File: src/rtl/rocc_resp_tracker_pkg.sv
// rocc_resp_tracker_pkg: shared RoCC command/response/tag types for the response tracker.
package rocc_resp_tracker_pkg;
   localparam int TRANS_ID_BITS = 5;
   typedef struct packed {
      logic [63:0] rs1;
      logic [63:0] rs2;
      logic [31:0] instr;
   } rocc_cmd_t;
   typedef struct packed {
      logic [63:0] resp_data;
   } rocc_resp_t;
   typedef struct packed {
      logic [TRANS_ID_BITS-1:0] trans_id;
      logic                     kill;
   } rocc_tag_t;
   typedef struct packed {
      rocc_cmd_t                cmd;
      logic [TRANS_ID_BITS-1:0] trans_id;
   } cmd_entry_t;
endpackage

File: src/rtl/rocc_resp_tracker_fifo.sv
// rocc_fifo: parameterised circular FIFO with synchronous flush; a push into a full
// FIFO is accepted only when a pop happens in the same cycle.
module rocc_fifo #(
   parameter int WIDTH = 8,
   parameter int DEPTH = 2
) (
   input  logic             i_clk,
   input  logic             i_rst,
   input  logic             i_flush,
   input  logic             i_push,
   input  logic [WIDTH-1:0] i_data,
   input  logic             i_pop,
   output logic [WIDTH-1:0] o_data,
   output logic             o_full,
   output logic             o_empty
);
   localparam int PW = $clog2(DEPTH);
   logic [WIDTH-1:0] r_mem [DEPTH];
   logic [PW-1:0]    r_wptr, r_rptr;
   logic [PW:0]      r_cnt;
   logic             w_push, w_pop;
   assign o_full  = r_cnt == (PW+1)'(DEPTH);
   assign o_empty = r_cnt == '0;
   assign w_pop   = i_pop & !o_empty;
   assign w_push  = i_push & (!o_full | w_pop);
   assign o_data  = r_mem[r_rptr];
   always_ff @(posedge i_clk or posedge i_rst) begin
      if (i_rst) begin
         r_wptr <= '0;
         r_rptr <= '0;
         r_cnt  <= '0;
      end else if (i_flush) begin
         r_wptr <= '0;
         r_rptr <= '0;
         r_cnt  <= '0;
      end else begin
         r_wptr <= r_wptr + PW'(w_push);
         r_rptr <= r_rptr + PW'(w_pop);
         r_cnt  <= r_cnt + (PW+1)'(w_push) - (PW+1)'(w_pop);
      end
   end
   always_ff @(posedge i_clk) begin
      if (w_push) r_mem[r_wptr] <= i_data;
   end
endmodule

File: src/rtl/rocc_resp_tracker.sv
// rocc_resp_tracker: buffers RoCC commands, tracks in-flight trans_ids in order and
// returns each accelerator response as a registered writeback; flush drains late responses.
module rocc_resp_tracker
   import rocc_resp_tracker_pkg::*;
#(
   parameter int CMD_DEPTH       = 2,
   parameter int MAX_OUTSTANDING = 4
) (
   input  logic                     clk_i,
   input  logic                     rst_i,
   input  logic                     flush_i,
   input  rocc_cmd_t                cmd_i,
   input  logic [TRANS_ID_BITS-1:0] cmd_trans_id_i,
   input  logic                     cmd_valid_i,
   output logic                     cmd_ready_o,
   output rocc_cmd_t                acc_cmd_o,
   output logic                     acc_cmd_valid_o,
   input  logic                     acc_cmd_ready_i,
   input  rocc_resp_t               acc_resp_i,
   input  logic                     acc_resp_valid_i,
   output logic                     acc_resp_ready_o,
   output logic [63:0]              result_o,
   output logic [TRANS_ID_BITS-1:0] result_trans_id_o,
   output logic                     result_valid_o,
   output logic                     busy_o
);
   localparam int TW = $clog2(MAX_OUTSTANDING);
   cmd_entry_t                 w_cmd_head;
   rocc_tag_t                  w_tag_head;
   logic [TRANS_ID_BITS-1:0]   w_tag_id;
   logic                       w_cmd_full, w_cmd_empty, w_tag_full, w_tag_empty;
   logic                       w_cmd_push, w_cmd_pop, w_resp_hs, w_wb;
   logic [MAX_OUTSTANDING-1:0] r_kill;
   logic [TW-1:0]              r_slot_w, r_slot_r;
   logic [63:0]                r_result;
   logic [TRANS_ID_BITS-1:0]   r_result_id;
   logic                       r_valid;
   assign cmd_ready_o      = !w_cmd_full;
   assign w_cmd_push       = cmd_valid_i & !w_cmd_full & !flush_i;
   assign w_resp_hs        = acc_resp_valid_i & !w_tag_empty;
   // a response popping a tag frees a slot for the next command in the same cycle
   assign acc_cmd_valid_o  = !w_cmd_empty & (!w_tag_full | w_resp_hs);
   assign w_cmd_pop        = acc_cmd_valid_o & acc_cmd_ready_i;
   assign acc_cmd_o        = w_cmd_head.cmd;
   assign acc_resp_ready_o = !w_tag_empty;
   assign w_tag_head       = '{trans_id: w_tag_id, kill: r_kill[r_slot_r]};
   assign w_wb             = w_resp_hs & !w_tag_head.kill & !flush_i;
   assign result_o         = r_result;
   assign result_trans_id_o = r_result_id;
   assign result_valid_o   = r_valid & !flush_i;
   assign busy_o           = !w_cmd_empty | !w_tag_empty;
   rocc_fifo #(.WIDTH($bits(cmd_entry_t)), .DEPTH(CMD_DEPTH)) u_cmd_fifo (
      .i_clk   (clk_i),
      .i_rst   (rst_i),
      .i_flush (flush_i),
      .i_push  (w_cmd_push),
      .i_data  ({cmd_i, cmd_trans_id_i}),
      .i_pop   (w_cmd_pop),
      .o_data  (w_cmd_head),
      .o_full  (w_cmd_full),
      .o_empty (w_cmd_empty)
   );
   rocc_fifo #(.WIDTH(TRANS_ID_BITS), .DEPTH(MAX_OUTSTANDING)) u_tag_fifo (
      .i_clk   (clk_i),
      .i_rst   (rst_i),
      .i_flush (1'b0),
      .i_push  (w_cmd_pop),
      .i_data  (w_cmd_head.trans_id),
      .i_pop   (w_resp_hs),
      .o_data  (w_tag_id),
      .o_full  (w_tag_full),
      .o_empty (w_tag_empty)
   );
   // kill bits shadow the tag queue slots; a tag issued during flush is born killed
   always_ff @(posedge clk_i or posedge rst_i) begin
      if (rst_i) begin
         r_kill   <= '0;
         r_slot_w <= '0;
         r_slot_r <= '0;
      end else begin
         r_slot_w <= r_slot_w + TW'(w_cmd_pop);
         r_slot_r <= r_slot_r + TW'(w_resp_hs);
         if (flush_i) r_kill <= '1;
         if (w_cmd_pop) r_kill[r_slot_w] <= flush_i;
      end
   end
   always_ff @(posedge clk_i or posedge rst_i) begin
      if (rst_i) begin
         r_valid     <= 1'b0;
         r_result    <= '0;
         r_result_id <= '0;
      end else begin
         r_valid <= w_wb;
         if (w_wb) begin
            r_result    <= acc_resp_i.resp_data;
            r_result_id <= w_tag_head.trans_id;
         end
      end
   end
endmodule

File: config.mk
export PLATFORM = sky130hd
export DESIGN_NAME = rocc_resp_tracker
export DESIGN_NICKNAME = d
export VERILOG_FILES = /design/src/rtl/rocc_resp_tracker_pkg.sv /design/src/rtl/rocc_resp_tracker_fifo.sv /design/src/rtl/rocc_resp_tracker.sv
export SDC_FILE = /design/constraint.sdc
export NUM_CORES = 1
export LEC_CHECK = 0
export BUFFER_PORTS_ARGS = -buffer_cell sky130_fd_sc_hd__buf_2
export CAP_MARGIN = 30
export CORE_MARGIN = 4
export CORE_UTILIZATION = 25
export CTS_BUF_LIST = sky130_fd_sc_hd__clkbuf_4
export CTS_CLUSTER_SIZE = 8
export DETAILED_ROUTE_END_ITERATION = 8
export PLACE_DENSITY = 0.43
export RECOVER_POWER = 50
export SYNTH_ARGS = -nofsm -noshare
export SYNTH_HDL_FRONTEND = slang
export SYNTH_SLANG_ARGS = --single-unit
File: constraint.sdc
create_clock -name clk_i -period 4.6 [get_ports clk_i]
set_input_delay 0.69 -clock clk_i [delete_from_list [all_inputs] [get_ports clk_i]]
set_output_delay 0.69 -clock clk_i [all_outputs]
set_load 0.03 [all_outputs]
==> results.json <==
{
  "final_core_util_pct": 34.2,
  "insertion_delay_ns": 0.89,
  "drive_above_1_share_pct": 45.8,
  "setup_viol": 0,
  "post-cts-setup-buffer-count": 0,
  "powerDensity_nw_per_um2": 524,
  "cts.sinks": 439,
  "yosys-top-cells-count": "350 x edfxtp_1, 229 x mux2_2, 160 x buf_4",
  "cts_buffers": 130,
  "wl_microns": 42100,
  "antenna_left": 0,
  "core-area_sq_um": 68700,
  "hold_path.class": "input port to flip-flop",
  "crit_path_end_kind": "primary output",
  "ios": 469,
  "status": "finished with violations",
  "synth_cell_types": 33,
  "grt_max_degree": 71,
  "place_ws_ns": 1.80,
  "netlist_top_cells_area": "edfxtp_1 61%, mux2_2 15%, dfrtp_1 13%",
  "ys.flop_type": "edfxtp_1",
  "combPwrFrac_pct": 27.1,
  "drc": 0,
  "die-area_sq_um": 73800,
  "pwr-share-clk_pct": 30.8,
  "grt_pass1_vias": 11300,
  "internal_power_uw": 8280,
  "violations": "capacitance limit, slew limit",
  "fin_ws_ns": 0.922,
  "crit_arrival_ns": 2.99,
  "drv_slew": 144,
  "fp.dieW_microns": 272,
  "critPathKind": "flip-flop to primary output",
  "drtIter0Drc": 273,
  "synthToLayoutAreaGrowth_pct": 35.4,
  "p_leak_uw": 0.00903,
  "yosys_warnings": 0,
  "max_cap_violations": 4,
  "nets": 1839,
  "place.port_buffers": 468,
  "grt_pass1_wl_microns": 64200,
  "hpwlAfterDp_microns": 27800,
  "grt-ovfl-total": 0,
  "worstPathMaxFanout": 63,
  "fp.dieH_microns": 272,
  "cts_tree": "yes",
  "peakVddDrop_mv": 0.238,
  "first_pass_iters": 5,
  "switching_share_pct": 32.9,
  "synthArstFlopShare_pct": 20.3,
  "netlist_instances": 936,
  "synth.most_common_cell": "edfxtp_1",
  "gp_congestion": 0.796,
  "rsz0062_at_grt": "false",
  "finalHoldViolations": 0,
  "synth_top_area_share_pct": 60.5,
  "grt_use_total_pct": 11.3,
  "relSlewSlack_pct": -64.5,
  "cts.clk_slew.worst_paths_ns": 0.07,
  "cts_root_buf": "clkbuf_4",
  "synth_edf_count": 350,
  "drt-vias-per-instance": 3.88,
  "wl_per_cell_microns": 16.1,
  "critPathRequiredTime_ns": 3.91,
  "fp-row-count": 96,
  "clock_path_buffers": 3,
  "tightest_slew_ns": 2.47,
  "synth_nets": 1182,
  "antenna_found_initial": 8,
  "start_util_pct": 25.3,
  "synth_seq_area_share_pct": 73.3,
  "power_switching_uw": 4050,
  "yosysTopAreaCell": "edfxtp_1",
  "avgSynthCellArea_sq_um": 18.6,
  "syn_area_sq_um": 17400,
  "fin_crit_ns": 3.68,
  "fmax_mhz": 272,
  "p_seq_share_pct": 42.1,
  "cp-start-kind": "flip-flop",
  "fin_skew_ns": 0.0593,
  "cts_max_level": 4,
  "vias": 10200,
  "fin_crit_sh_pct": 80.0,
  "ys_seq_elements": 439
}
## routing by layer
| metal | wire [microns] | global-route usage [%] | up-vias |
|---|---|---|---|
| met5 | 23 | 0 | - |
| met4 | 1150 | 5.15 | 4 |
| met3 | 3740 | 4.70 | 96 |
| met2 | 20500 | 18.7 | 433 |
| met1 | 16700 | 12.7 | 4894 |
| li1 | - | - | 4723 |
## registers in the layout, summed over array words and instances, names as in the netlist
signal,flops
u_cmd_fifo.r_mem,330
result_o,64
u_tag_fifo.r_mem,20
result_trans_id_o,5
r_kill,4
u_tag_fifo.r_cnt,3
r_slot_r,2
r_slot_w,2
u_cmd_fifo.r_cnt,2
u_tag_fifo.r_rptr,2
u_tag_fifo.r_wptr,2
r_valid,1
u_cmd_fifo.r_rptr,1
u_cmd_fifo.r_wptr,1
## final timing paths
check / slack [ns] / end / depth (start not counted) / startpoint
max: 0.92 / acc_cmd_o[156] / 3 / u_cmd_fifo.r_rptr
min: 0.24 / r_slot_r[0] / 3 / acc_resp_valid_i
max reg2reg: 1.22 / u_cmd_fifo.r_mem[0][131] / 5 / u_cmd_fifo.r_cnt[0]
min reg2reg: 0.48 / r_kill[2] / 1 / r_kill[2]
max in group asynchronous: 1.46 / u_tag_fifo.r_wptr[0] / 4 / rst_i
min in group asynchronous: 0.41 / u_cmd_fifo.r_rptr / 3 / rst_i
## timing repair
item | 4_1_cts | 5_1_grt
hold buffers | 232 | 0
endpoints found under the hold margin | 455 | 0
resized for setup | 0 | 0
endpoints found under the setup margin | 0 | 0
## critical path: stages (launching register included)
cell     delay, ns
dfrtp_4       1.02
buf_12        0.38
mux2_2        0.39
buf_2         0.18
## cell families after synthesis
family                     synth area share, %
and+or+nand+nor                           1.12
AOI/OAI and AO/OA                        0.252
DFF                                       73.3
adders and majority gates                0.835
muxes                                     15.9
buffers and inverters                     8.12
xor gates and xnor gates                 0.403
## final cells by class
| class | count | area, sq um |
|---|---|---|
| antenna | 6 | 15.0 |
| clock inverter | 35 | 315 |
| tap | 931 | 1160 |
| inverter | 13 | 50.0 |
| timing repair buffer | 714 | 4650 |
| multi-input combinational | 295 | 3220 |
| clock buffer | 182 | 1370 |
| fill | 6870 | 45200 |
| sequential | 439 | 12700 |
## layout by cell type (no fill, tap or decap), drive strengths merged, types with 6 or more instances in the layout
cell / synthesis / routed
clkbuf: 19 / 330
dlygate4sd3: 0 / 232
ha: 10 / 10
edfxtp: 350 / 350
dfrtp: 89 / 89
bufinv: 0 / 6
diode: 0 / 6
clkinv: 0 / 22
nor2b: 6 / 6
inv: 13 / 16
mux2: 234 / 234
mux4: 6 / 6
buf: 170 / 334
## per-stage QoR
step                instance area, sq um  TNS [ns]  hold WS (ns)  total power, uW  cells
floorplan                          17400   -304.51         0.444             7890    936
global placement                   19700         0         0.470             8530   2159
detailed placement                 19700         0         0.466             8570   2160
CTS                                23800         0        0.0556            12700   2609
global route                       23500         0         0.164            13100   2613
finish                             23500         0         0.239            12300   2615
## power by group through the flow
stage | logic, uW | registers [uW] | clock network (uW)
floorplan | 2180 | 5710 | 0
global route | 3580 | 5270 | 4210
finish | 3340 | 5190 | 3800
global placement | 3260 | 5270 | 0
detailed placement | 3290 | 5280 | 0
CTS | 3470 | 5200 | 4010
Power figures use the tool's default switching activity.
